$ cat config.mk
export PLATFORM = sky130hd
export DESIGN_NAME = fetch_unit_flat
export DESIGN_NICKNAME = d
export VERILOG_FILES = /design/src/rtl/fetch_unit_pkg.sv /design/src/rtl/fetch_unit_if.sv /design/src/rtl/fetch_queue.sv /design/src/rtl/fetch_unit.sv /design/src/flat_wrapper.sv
export SDC_FILE = /design/constraint.sdc
export NUM_CORES = 1
export LEC_CHECK = 0
export CAP_MARGIN = 30
export CELL_PAD_IN_SITES_DETAIL_PLACEMENT = 1
export CELL_PAD_IN_SITES_GLOBAL_PLACEMENT = 1
export CORE_AREA = 2 2 159 161
export DETAILED_ROUTE_END_ITERATION = 10
export DIE_AREA = 0 0 161 163
export HOLD_SLACK_MARGIN = 0.02
export PLACE_DENSITY = 0.85
export SLEW_MARGIN = 15
export SYNTH_ARGS = -nofsm -noshare
export SYNTH_HDL_FRONTEND = slang
export SYNTH_HIERARCHICAL = 1
export SYNTH_SLANG_ARGS = --single-unit
export TNS_END_PERCENT = 1
$ cat constraint.sdc
create_clock -name clk -period 5.3 [get_ports clk]
set_input_delay 0.795 -clock clk [delete_from_list [all_inputs] [get_ports clk]]
set_output_delay 0.795 -clock clk [all_outputs]
set_load 0.02 [all_outputs]
$ cat src/rtl/fetch_unit_pkg.sv
// Shared definitions for the fetch stage: reset PC, queue depth,
// fetch FSM encoding and the queued {pc, instr} entry.
package fetch_unit_pkg;

    localparam logic [31:0] RESET_PC_DEFAULT = 32'h0000_0000;
    localparam int          FQ_DEPTH         = 2;

    localparam logic [1:0] ST_RUN  = 2'd0;
    localparam logic [1:0] ST_WAIT = 2'd1;
    localparam logic [1:0] ST_DROP = 2'd2;

    typedef struct packed {
        logic [31:0] pc;
        logic [31:0] instr;
    } fq_entry_t;

    function automatic logic [31:0] jump_target(input logic [31:0] pc,
                                                input logic [25:0] idx);
        return {pc[31:28], idx, 2'b00};
    endfunction

endpackage

$ cat src/rtl/fetch_unit_if.sv
// Instruction memory request/acknowledge channel.
interface fetch_unit_if;

    logic        ImemReq;
    logic [31:0] ImemAddr;
    logic        ImemAck;
    logic [31:0] ImemData;

    modport master (output ImemReq, ImemAddr, input  ImemAck, ImemData);
    modport slave  (input  ImemReq, ImemAddr, output ImemAck, ImemData);

endinterface

$ cat src/rtl/fetch_queue.sv
// Two-entry in-order {pc, instr} queue; head entry is registered and
// drives the fetch outputs directly.
module fetch_queue
    import fetch_unit_pkg::*;
(
    input  logic      clk,
    input  logic      rst_n,
    input  logic      push_i,
    input  fq_entry_t push_data_i,
    input  logic      pop_i,
    input  logic      flush_all_i,
    input  logic      flush_tail_i,
    output logic      head_val_o,
    output fq_entry_t head_o,
    output logic [1:0] count_next_o
);

    fq_entry_t [FQ_DEPTH-1:0] ent_q, ent_d;
    logic [1:0]               cnt_q, cnt_d;

    always_comb begin
        ent_d = ent_q;
        cnt_d = cnt_q;
        if (flush_all_i) begin
            cnt_d = 2'd0;
        end else begin
            if (pop_i && cnt_q != 2'd0) begin
                ent_d[0] = ent_q[1];
                cnt_d    = cnt_q - 2'd1;
            end
            // Tail flush keeps only a head that is not being consumed.
            if (flush_tail_i)
                cnt_d = (pop_i || cnt_q == 2'd0) ? 2'd0 : 2'd1;
            if (push_i && cnt_d < 2'(FQ_DEPTH)) begin
                ent_d[cnt_d[0]] = push_data_i;
                cnt_d           = cnt_d + 2'd1;
            end
        end
    end

    always_ff @(posedge clk or negedge rst_n) begin
        if (!rst_n) begin
            ent_q <= '0;
            cnt_q <= 2'd0;
        end else begin
            ent_q <= ent_d;
            cnt_q <= cnt_d;
        end
    end

    assign head_val_o   = (cnt_q != 2'd0);
    assign head_o       = ent_q[0];
    assign count_next_o = cnt_d;

endmodule

$ cat src/rtl/fetch_unit.sv
// Instruction fetch: single outstanding memory request, 2-deep fetch queue,
// jump handling at decode and branch redirect from EX.
module fetch_unit
    import fetch_unit_pkg::*;
#(
    parameter logic [31:0] RESET_PC = RESET_PC_DEFAULT
)(
    input  logic         clk,
    input  logic         rst_n,
    input  logic         AnyStall,
    input  logic         Jump_IDM1,
    input  logic [25:0]  JumpTgt_IDM1,
    input  logic         BrRedirect_EX,
    input  logic [31:0]  BrRedirectPc_EX,
    fetch_unit_if.master imem,
    output logic [31:0]  Pc_IF,
    output logic [31:0]  FetchData_IF,
    output logic         InstrVal_IF
);

    logic [1:0]  state_q, state_d;
    logic [31:0] fpc_q, fpc_d;
    logic [31:0] addr_q, addr_d;
    logic        ack_acc, consume, jump, flush, push;
    logic [1:0]  occ_nxt;
    fq_entry_t   head, push_data;

    // An ack only counts while a request is in flight.
    assign ack_acc = imem.ImemAck && (state_q != ST_RUN);
    assign consume = InstrVal_IF && !AnyStall;
    assign jump    = consume && Jump_IDM1 && !BrRedirect_EX;
    assign flush   = BrRedirect_EX || jump;
    assign push    = ack_acc && (state_q == ST_WAIT) && !flush;

    assign push_data = '{pc: addr_q, instr: imem.ImemData};

    fetch_queue u_queue (
        .clk          (clk),
        .rst_n        (rst_n),
        .push_i       (push),
        .push_data_i  (push_data),
        .pop_i        (consume),
        .flush_all_i  (BrRedirect_EX),
        .flush_tail_i (jump),
        .head_val_o   (InstrVal_IF),
        .head_o       (head),
        .count_next_o (occ_nxt)
    );

    always_comb begin
        fpc_d   = fpc_q;
        addr_d  = addr_q;
        state_d = state_q;
        if (BrRedirect_EX)
            fpc_d = BrRedirectPc_EX;
        else if (jump)
            fpc_d = jump_target(Pc_IF, JumpTgt_IDM1);
        else if (push)
            fpc_d = fpc_q + 32'd4;

        if (state_q != ST_RUN && !ack_acc) begin
            // Request still in flight: a flush turns it into a drop.
            state_d = flush ? ST_DROP : state_q;
        end else begin
            state_d = ST_RUN;
            if (occ_nxt < 2'(FQ_DEPTH)) begin
                state_d = ST_WAIT;
                addr_d  = fpc_d;
            end
        end
    end

    always_ff @(posedge clk or negedge rst_n) begin
        if (!rst_n) begin
            state_q <= ST_RUN;
            fpc_q   <= RESET_PC;
            addr_q  <= RESET_PC;
        end else begin
            state_q <= state_d;
            fpc_q   <= fpc_d;
            addr_q  <= addr_d;
        end
    end

    assign imem.ImemReq  = (state_q != ST_RUN);
    assign imem.ImemAddr = addr_q;
    assign Pc_IF         = head.pc;
    assign FetchData_IF  = head.instr;

endmodule

$ cat src/flat_wrapper.sv
// flat-port wrapper written by rule: the top's interface ports become plain ports
module fetch_unit_flat import fetch_unit_pkg::*;
#(
    parameter logic [31:0] RESET_PC = RESET_PC_DEFAULT
)
  (clk, rst_n, AnyStall, Jump_IDM1, JumpTgt_IDM1, BrRedirect_EX, BrRedirectPc_EX, Pc_IF, FetchData_IF, InstrVal_IF, imem_ImemReq, imem_ImemAddr, imem_ImemAck, imem_ImemData);
  fetch_unit_if imem_i ();
  input  logic clk;
  input  logic rst_n;
  input  logic AnyStall;
  input  logic Jump_IDM1;
  input  logic [25:0] JumpTgt_IDM1;
  input  logic BrRedirect_EX;
  input  logic [31:0] BrRedirectPc_EX;
  output logic [31:0] Pc_IF;
  output logic [31:0] FetchData_IF;
  output logic InstrVal_IF;
  output wire logic [$bits(imem_i.ImemReq)-1:0] imem_ImemReq;
  output wire logic [$bits(imem_i.ImemAddr)-1:0] imem_ImemAddr;
  input wire logic [$bits(imem_i.ImemAck)-1:0] imem_ImemAck;
  input wire logic [$bits(imem_i.ImemData)-1:0] imem_ImemData;
  assign imem_ImemReq = imem_i.ImemReq;
  assign imem_ImemAddr = imem_i.ImemAddr;
  assign imem_i.ImemAck = imem_ImemAck;
  assign imem_i.ImemData = imem_ImemData;
  fetch_unit #(.RESET_PC(RESET_PC)) u_core (.clk(clk), .rst_n(rst_n), .AnyStall(AnyStall), .Jump_IDM1(Jump_IDM1), .JumpTgt_IDM1(JumpTgt_IDM1), .BrRedirect_EX(BrRedirect_EX), .BrRedirectPc_EX(BrRedirectPc_EX), .imem(imem_i), .Pc_IF(Pc_IF), .FetchData_IF(FetchData_IF), .InstrVal_IF(InstrVal_IF));
endmodule
After elaboration in Yosys (flattened, before gate mapping):

Cells that the tools add are included.

* add/sub/neg operators: 3
* $lt $le $gt $ge: 4
* equality and inequality tests: 2
* muxes and demuxes: 18
* bitwise gates (word level): 2
* reductions and logical operators: 21

Operators with widths (number)
* $mux 64: 4
* $bwmux 128: 1
* $mux 32: 3
* $demux 64 s1: 1
* $add 32x3->32 const B: 1
* $mux 2: 7
* $logic_and 1x1->1: 10
* $logic_not 1->1: 4
* $lt 2x2->1 const B: 2
* $reduce_and 2->1: 2
* $reduce_bool 2->1: 2
* $add 2x1->2 const B: 1
* $eq 2x1->1 const B: 1
* $logic_not 2->1: 1
* $logic_or 1x1->1: 2
* $lt 1x2->1 const B: 1
* $mux 1: 2
* $ne 2x1->1 const B: 1
* $not 1->1: 2
* $sub 2x1->2 const B: 1
* $ge 1x1->1 const B: 1

* register bits: 196
* input bits: 96
* logic and storage cells: 58

Depth between registers and ports, before layout:

Gate-level depths: netlist of run 1.

* word-level depth: 13
* gate-level depth with buffers: 17
* mapped depth without buffers: 12

Hierarchy:

Netlist of run 1, hierarchy kept.

By module, submodules not included
* fetch_queue: instances 1, cells an instance 515, area an instance 6478.7 um2, sequential area each 3253.1 um2
* fetch_unit: instances 1, cells an instance 360, area an instance 3495.9 um2, sequential area each 1651.6 um2

Least setup slack after synthesis of run 1:

OpenSTA, ideal clock, no wires.

* path type: register to register
* from: reg u_core.u_queue.cnt_q[0]
* to: reg u_core.addr_q[10] (netlist: u_core/imem.ImemAddr[10])
* data arrival time: 3.774 ns
* data required time: 5.175 ns
* setup slack: 1.401 ns
* cell stages (with the launch flop): 16
* clock period less this slack: 3.899 ns
* cell sequence: dfrtp_1 > inv_1 > ha_1 > inv_1 > nand3b_1 > buf_2 > nor2_1 > clkbuf_1 > nor2b_1 > a211oi_2 > clkbuf_1 > o21a_1 > nor2_1 > nor2_1 > clkbuf_1 > mux2_2

* cells in the longest elaborated chain, start to end: 12
* elaborated cells between the ends (all ways): 25

Ends and longest elaborated chain
* start, declared: line fetch_queue.sv:19 `logic [1:0] cnt_q, cnt_d;`
* start signal, assigned: line fetch_queue.sv:47 `cnt_q <= cnt_d;`
* $reduce_bool 2->1 (*): line fetch_queue.sv:51 `assign head_val_o = (cnt_q != 2'd0);`
* via InstrVal_IF: line flat_wrapper.sv:17 `output logic InstrVal_IF;`
* $logic_and 1x1->1 (*): line fetch_unit.sv:30 `assign consume = InstrVal_IF && !AnyStall;`
* $logic_and 1x1->1 (*) (2 in a row): line fetch_unit.sv:31 `assign jump = consume && Jump_IDM1 && !BrRedirect_EX;`
* via u_core.jump: line fetch_unit.sv:24 `logic ack_acc, consume, jump, flush, push;`
* $mux 2 or $logic_or 1x1->1 (tied branches): line fetch_queue.sv:32, fetch_unit.sv:32
* $mux 2 or $logic_not 1->1 (tied branches): line fetch_queue.sv:24, fetch_unit.sv:33
* $lt 2x2->1 or $logic_and 1x1->1 (tied branches): line fetch_queue.sv:34, fetch_unit.sv:33
* $logic_and 1x1->1: line fetch_queue.sv:34 `if (push_i && cnt_d < 2'(FQ_DEPTH)) begin`
* $mux 2 (*): line fetch_queue.sv:34
* $mux 2 (*): line fetch_queue.sv:24 `if (flush_all_i) begin`
* via u_core.occ_nxt[1]: line fetch_unit.sv:25 `logic [1:0] occ_nxt;`
* $lt 2x2->1 (*): line fetch_unit.sv:66 `if (occ_nxt < 2'(FQ_DEPTH)) begin`
* $reduce_and 2->1 (no source line) (*)
* end signal, assigned: line fetch_unit.sv:81 `addr_q <= addr_d;`
* end, declared: line fetch_unit.sv:23 `logic [31:0] addr_q, addr_d;`

The timed path passes the listed nets; every way through them passes the cells marked *. The select of a mux whose other input is x is not followed.
A chain may end at the register's enable or synchronous reset.

Final worst setup path of run 1:

* from: reg u_core.u_queue.cnt_q[0]
* to: reg u_core.u_queue.ent_q (netlist bit u_core/u_queue/head_o[44])

* cells in the longest elaborated chain, start to end: 12
* elaborated cells between the ends (all ways): 26

Ends and longest elaborated chain
* parallel branches: the longest is 11 deep, another holds $sub 2x1->2
* $mux 64 (*): line fetch_queue.sv:34
* end signal, assigned: line fetch_queue.sv:46 `ent_q <= ent_d;`
* end, declared: line fetch_queue.sv:18 `fq_entry_t [FQ_DEPTH-1:0] ent_q, ent_d;`

Mark *: on every way between the ends. The select of a mux whose other input is x is not followed.

==> impl_metrics.ini, run 1 <==
[outcome]
outcome = finished clean

[detailed_routing]
drc = 0
via_per_inst = 5.66
wl_mm = 29.6
initialDrtViolationCount = 480
dr.pass1.iters = 5
vias = 7459
wl_per_cell_microns = 22.5
ant_nets = 0

[global_route]
grt_max_degree = 109
grt_pass1_wl_mm = 46.5
grt_antenna_before_repair = 1
grt_use_total_pct = 22.7
grt_overflow = 0
grt_pass1_vias = 8005

[critical_path]
rrSetupSlack_ps = 1410
r2r-start = u_core/u_queue/cnt_q[0]
setup.worst_path.start = u_core/u_queue/cnt_q[0]
crit_fanout = 62
worstReg2RegEnd = u_core/u_queue/head_o[44]
path_common_cell = buf_4
start_kind = flop
critical_path.max_stage_delay_ps = 580
slowest_stage = buf_4
crit_arrival_ps = 4260
worstPathRequired_ps = 5670
crit_chain = inv_1 -> ha_1 -> inv_1 -> nand3b_1 -> buf_4 -> nor2_1 -> buf_4 -> nor2b_2 -> a2111oi_4 -> and2_2 -> buf_4 -> a221o_1
cp-end-kind = flop
worstRegToRegCells = 12
criticalPathCategory = flop to flop

[clock_tree]
clk_latency_ps = 440
cts_tree = yes
holdBufCountCts = 0
cts_root_buf = clkbuf_16
path_clk_slew_ps = 80
cts_max_level = 4
cts_made_buffers = 17
cts_buffer_depth = 2
cts.sinks = 196
post_cts_buffers = 0
cts_resized = 0

[floorplan]
fp.dieH_microns = 163
die_area_sq_mm = 0.0262
num_rows = 58
io_pins = 194
die_w_microns = 161
start_util_pct = 40.4
core_area_sq_mm = 0.0247

[logic_synthesis]
ys_ff_latch = 196
yosysWarnings = 6
postSynth.asyncResetShare_pct = 100
syn_inst = 875
syn_avg_cell_area_sq_um = 11.4
syn_area_sq_mm = 0.00997
ys_types = 64
synth_fp_nets = 973
synth_ff_type = dfrtp_1
synth-edff-count = 0
yosysSeqAreaShare_pct = 49.2

[sta]
hold-worst-slack_ps = 476
finClkSkew_ps = 12.7
rsz0062_at_grt = false
finalSetupTns_ps = 0
fmax_mhz = 257
slew_headroom_pct = 40.5
setup-violations-final = 0
drv_slew = 0
final.setup.worst_slack_ps = 1410
fin_crit_sh_pct = 73.3
tightestPinTransition_ps = 892
fin_crit_ps = 3890
finalHoldViolations = 0

[final_layout]
stdcell_count = 1317
areaGrowthSynthToFinish_pct = 22.9
drive_gt1_share_pct = 15.1
postLayoutCoreUtil_pct = 49.7
fin_area_sq_mm = 0.0123
num_antenna_cells = 0
fin_nets = 1072

[placement]
port_buffers = 193
hpwl_mm = 19.5
pre_cts_ws_ps = 1080
post-place-cells = 1285
place_area_sq_mm = 0.0117
gp_congestion = 0.840

[flow_run]
drv_cap = 0

[power]
powerDensity_mw_per_mm2 = 432
total_power_mw = 5.29
ir_drop_mv = 0.221
p_leak_nw = 5.14

[worst_hold_path]
min_path_type = primary input to async pin
## critical path, delay by kind of cell, from the launching register on
| kind | cells | cell delay, ps |
|---|---|---|
| AND/OR/NAND/NOR | 4 | 870 |
| AO/OA/AOI/OAI | 2 | 820 |
| adder cells (fa/ha/maj) | 1 | 280 |
| flip-flops | 1 | 400 |
| buffers and inverters | 5 | 1340 |
## where the power goes
group          internal, mW  switching, mW
registers              1.90          0.350
clock network         0.661          0.634
logic                 0.926          0.816
total                  3.49           1.80
## Yosys cell counts (3+ instances only)
cell      count  area, sq um
o31a_1        3         26.3
nor2_1       22         82.6
xnor2_1      18          158
a31oi_1       3         18.8
nor3_1       11         55.1
o31ai_1       4         30.0
mux2_4       60          901
nand2b_1      3         18.8
clkbuf_1     26         97.6
o21ai_1       8         40.0
inv_1        77          289
nor4_2        6         75.1
a221o_1      64          641
nand3_1      11         55.1
and3_1        4         25.0
or3_1         5         31.3
o221ai_1     15          131
nand2_1      49          184
buf_2        29          145
dfrtp_1     196         4900
a211oi_1     66          495
o21ai_0      14         70.1
nand4_1       6         37.5
buf_6         6         67.6
a22oi_1      13         97.6
mux2_2       20          225
a21oi_1       9         45.0
o311a_1       3         30.0
and4_1        4         35.0
buf_4        65          488
nor4_1        9         56.3
## area by class of cell
cell class | count | area [sq um]
clock inverter | 15 | 150
tap | 330 | 413
clock buffer | 17 | 425
fill | 2612 | 12400
timing repair buffer | 208 | 2060
sequential | 196 | 4900
inverter | 77 | 289
multi-input combinational | 474 | 4020
## flip-flops by register name, summed over array words and instances, names as in the netlist
signal / flops
u_core/u_queue/cnt_q: 2
u_core/state_q: 2
u_core/u_queue/ent_q: 64
u_core/u_queue/head_o: 64
u_core/fpc_q: 32
u_core/imem.ImemAddr: 32
## metal layers
metal	part of all wire (%)	global-route usage [%]	up-vias
met2	49	37.7	212
li1	-	-	3335
met1	45	30.6	3878
met5	0.044	0	-
met3	4.5	3.97	32
met4	1.6	6.37	2
## worst max path at each step
stage / to / slack, ps / cells past startpoint
after floorplan: u_core/imem.ImemAddr[10] / 1400 / 15
after global placement: u_core/u_queue/ent_q[68] / 1230 / 10
after detailed placement: u_core/u_queue/head_o[44] / 1080 / 10
after CTS: u_core/u_queue/head_o[62] / 1460 / 12
after global routing: u_core/u_queue/head_o[9] / 1200 / 11
final: u_core/u_queue/head_o[44] / 1410 / 12
## kinds of logic after synthesis
family                     count (synthesis)  synth area share [%]
adders and majority gates                  2                 0.251
muxes                                     82                  11.5
AOI/OAI and AO/OA                        217                  17.7
DFF                                      196                  49.2
buffers and inverters                    205                  11.0
and+or+nand+nor                          154                  8.72
xor gates and xnor gates                  19                  1.67
## cell usage in the layout (no fill, tap or decap), drive strengths merged, types with 3 or more instances in the layout
cell             n
dfrtp          196
clkdlybuf4s50  191
inv             81
mux2            80
a211oi          67
a221o           64
nand2           49
nor2            22
o21ai           22
xnor2           18
clkbuf          18
buf             16
o221ai          15
nor4            15
a22oi           13
nand3           12
nor3            11
a21oi            9
nand4            6
or3              6
clkinv           6
clkinvlp         4
and4             4
and3             4
o31ai            4
nand2b           4
o31a             3
a31oi            3
o311a            3
nor2b            3
Note: power is estimated with default switching activity, not from simulation.
==> run 2, diff against run 1 <==
CORE_AREA = 2 2 168 170   (was 2 2 159 161)
DIE_AREA = 0 0 170 172   (was 0 0 161 163)
PLACE_DENSITY = 0.8   (was 0.85)
clock period = 3.3 ns   (was 5.3 ns; I/O delays follow)
==> run 2 against run 1 <==
  * Largest power group unchanged
  * Clock-buffer cell count did not move
  * Register-to-register slack got worse by 1200 ps
  * Critical endpoint is now u_core/u_queue/ent_q[127]
  * Combinational power rose by 62%
  * Highest routed layer is now met4
  * Worst hold slack got worse by 380 ps
==> impl_metrics.ini, run 2 (synthesis gave the netlist of run 1 again) <==
[global_route]
grt_antenna_before_repair = 0
grt_max_degree = 77
grt_overflow = 0
grt_pass1_wl_mm = 46.3
grt_pass1_vias = 8019
grt_use_total_pct = 20.4

[final_layout]
fin_nets = 1089
drive_gt1_share_pct = 16.7
stdcell_count = 1350
final_common_cell = dfrtp_1
mostFrequentLayoutCells = dfrtp_1 (196), clkdlybuf4s50_1 (191), inv_1 (76), a211oi_1 (65), a221o_1 (64)
areaGrowthSynthToFinish_pct = 25.4
num_antenna_cells = 0

[clock_tree]
cts_root_buf = clkbuf_16
cts_resized = 0
cts_tree = yes
path_clk_slew_ps = 80
cts_buffer_depth = 2
cts.sinks = 196
clk_latency_ps = 440
cts_max_level = 4
cts_made_buffers = 17
holdBufCountCts = 0
post_cts_buffers = 0

[critical_path]
path_common_cell = buf_4
start_kind = flop
cp-end-kind = flop
crit_arrival_ps = 3420
slowest_stage = dfrtp_1
crit_chain = inv_1 -> ha_1 -> inv_2 -> nand3b_1 -> nor2_2 -> nor2b_1 -> a211oi_4 -> buf_4 -> nand2b_4 -> buf_4 -> mux2_2
criticalPathCategory = flop to flop
critical_path.max_stage_delay_ps = 380
crit_fanout = 19
cp_num_buf_inv = 4
crit_family = simple AND/OR/NAND/NOR gates
worstPathRequired_ps = 3610

[power]
powerDensity_mw_per_mm2 = 685
power.switching_mw = 2.91
pwr-share-comb_pct = 32.9
internal_power_mw = 5.67
ir_drop_mv = 0.378
p_leak_nw = 5.27
p_sw_share_pct = 33.9
clkPwrFrac_pct = 25.2
p_seq_share_pct = 41.9

[sta]
tightestPinTransition_ps = 622
finalSetupTns_ps = 0
finClkSkew_ps = 20.2
slew_headroom_pct = 58.5
finalHoldViolations = 0
drv_slew = 0
fin_crit_sh_pct = 94.3
setup-violations-final = 0
fin_crit_ps = 3110
fmax_mhz = 321
rsz0062_at_grt = false

[placement]
hpwl_mm = 20.3
gp_congestion = 0.818
port_buffers = 193
post-place-cells = 1318

[floorplan]
num_rows = 61
io_pins = 194
start_util_pct = 36.3
die_area_sq_mm = 0.0292
core_area_sq_mm = 0.0275
die_w_microns = 170
fp.dieH_microns = 172

[detailed_routing]
dr.pass1.iters = 4
vias = 7466
wl_mm = 29.1
via_per_inst = 5.53
drc = 0
wl_per_cell_microns = 21.5
ant_nets = 0
initialDrtViolationCount = 527

[outcome]
outcome = finished clean

[flow_run]
drv_cap = 0

[worst_hold_path]
min_path_type = primary input to async pin
run 2: cell count changes in the layout (fill, tap and decap cells not counted), sizes merged:
cell | previous run | this run
buf | 16 | 33
clkinv | 6 | 4
clkinvlp | 4 | 0
inv | 81 | 87
run 2: power groups by stage:
stage          clock [mW]  combinational [mW]  sequential [mW]
4_1_cts              2.21                2.85             3.60
6_report             2.16                2.82             3.59
2_1_floorplan           0                1.95             3.52
3_5_place_dp            0                2.84             3.63
5_1_grt              2.30                3.01             3.68
3_3_place_gp            0                2.74             3.60
run 2: cell type report:
type                       instances  area (sq um)
clock inverter                    15           180
clock buffer                      17           425
multi-input combinational        474          4020
sequential                       196          4900
fill                            2924         15000
tap                              346           433
timing repair buffer             225          2260
inverter                          77           289
run 2: per-stage QoR:
stage	area, sq um	total power, mW	utilization (%)	hold slack (ps)	setup WS (ps)
after CTS	12500	8.66	45.5	101	198
after floorplan	10000	5.46	-	199	22.6
after global placement	11900	6.34	43.3	486	130
final	12500	8.58	45.5	92.4	189
after global routing	12500	8.99	45.5	125	21.3
after detailed placement	11900	6.47	43.3	493	-17.9
run 2: final timing paths:
kind | cells after the start | slack, ps | end | startpoint
worst max-delay path | 11 | 190 | u_core/u_queue/ent_q[127] | u_core/u_queue/cnt_q[0]
worst min-delay path | 1 | 90 | u_core/u_queue/head_o[9] | rst_n
worst max register to register | 11 | 190 | u_core/u_queue/ent_q[127] | u_core/u_queue/cnt_q[0]
worst min register to register | 1 | 510 | u_core/u_queue/head_o[43] | u_core/u_queue/head_o[43]
max in group asynchronous | 2 | 2380 | u_core/u_queue/head_o[45] | rst_n
min in group clk | 1 | 510 | u_core/u_queue/head_o[43] | u_core/u_queue/head_o[43]
run 2: layer usage:
layer / vias to the layer above / share of wire [%] / global-route usage, %
met5: - / 0 / 0
met4: 0 / 1.1 / 4.01
met3: 20 / 4.1 / 3.52
met2: 191 / 49 / 35.0
met1: 3876 / 46 / 27.3
li1: 3379 / - / -
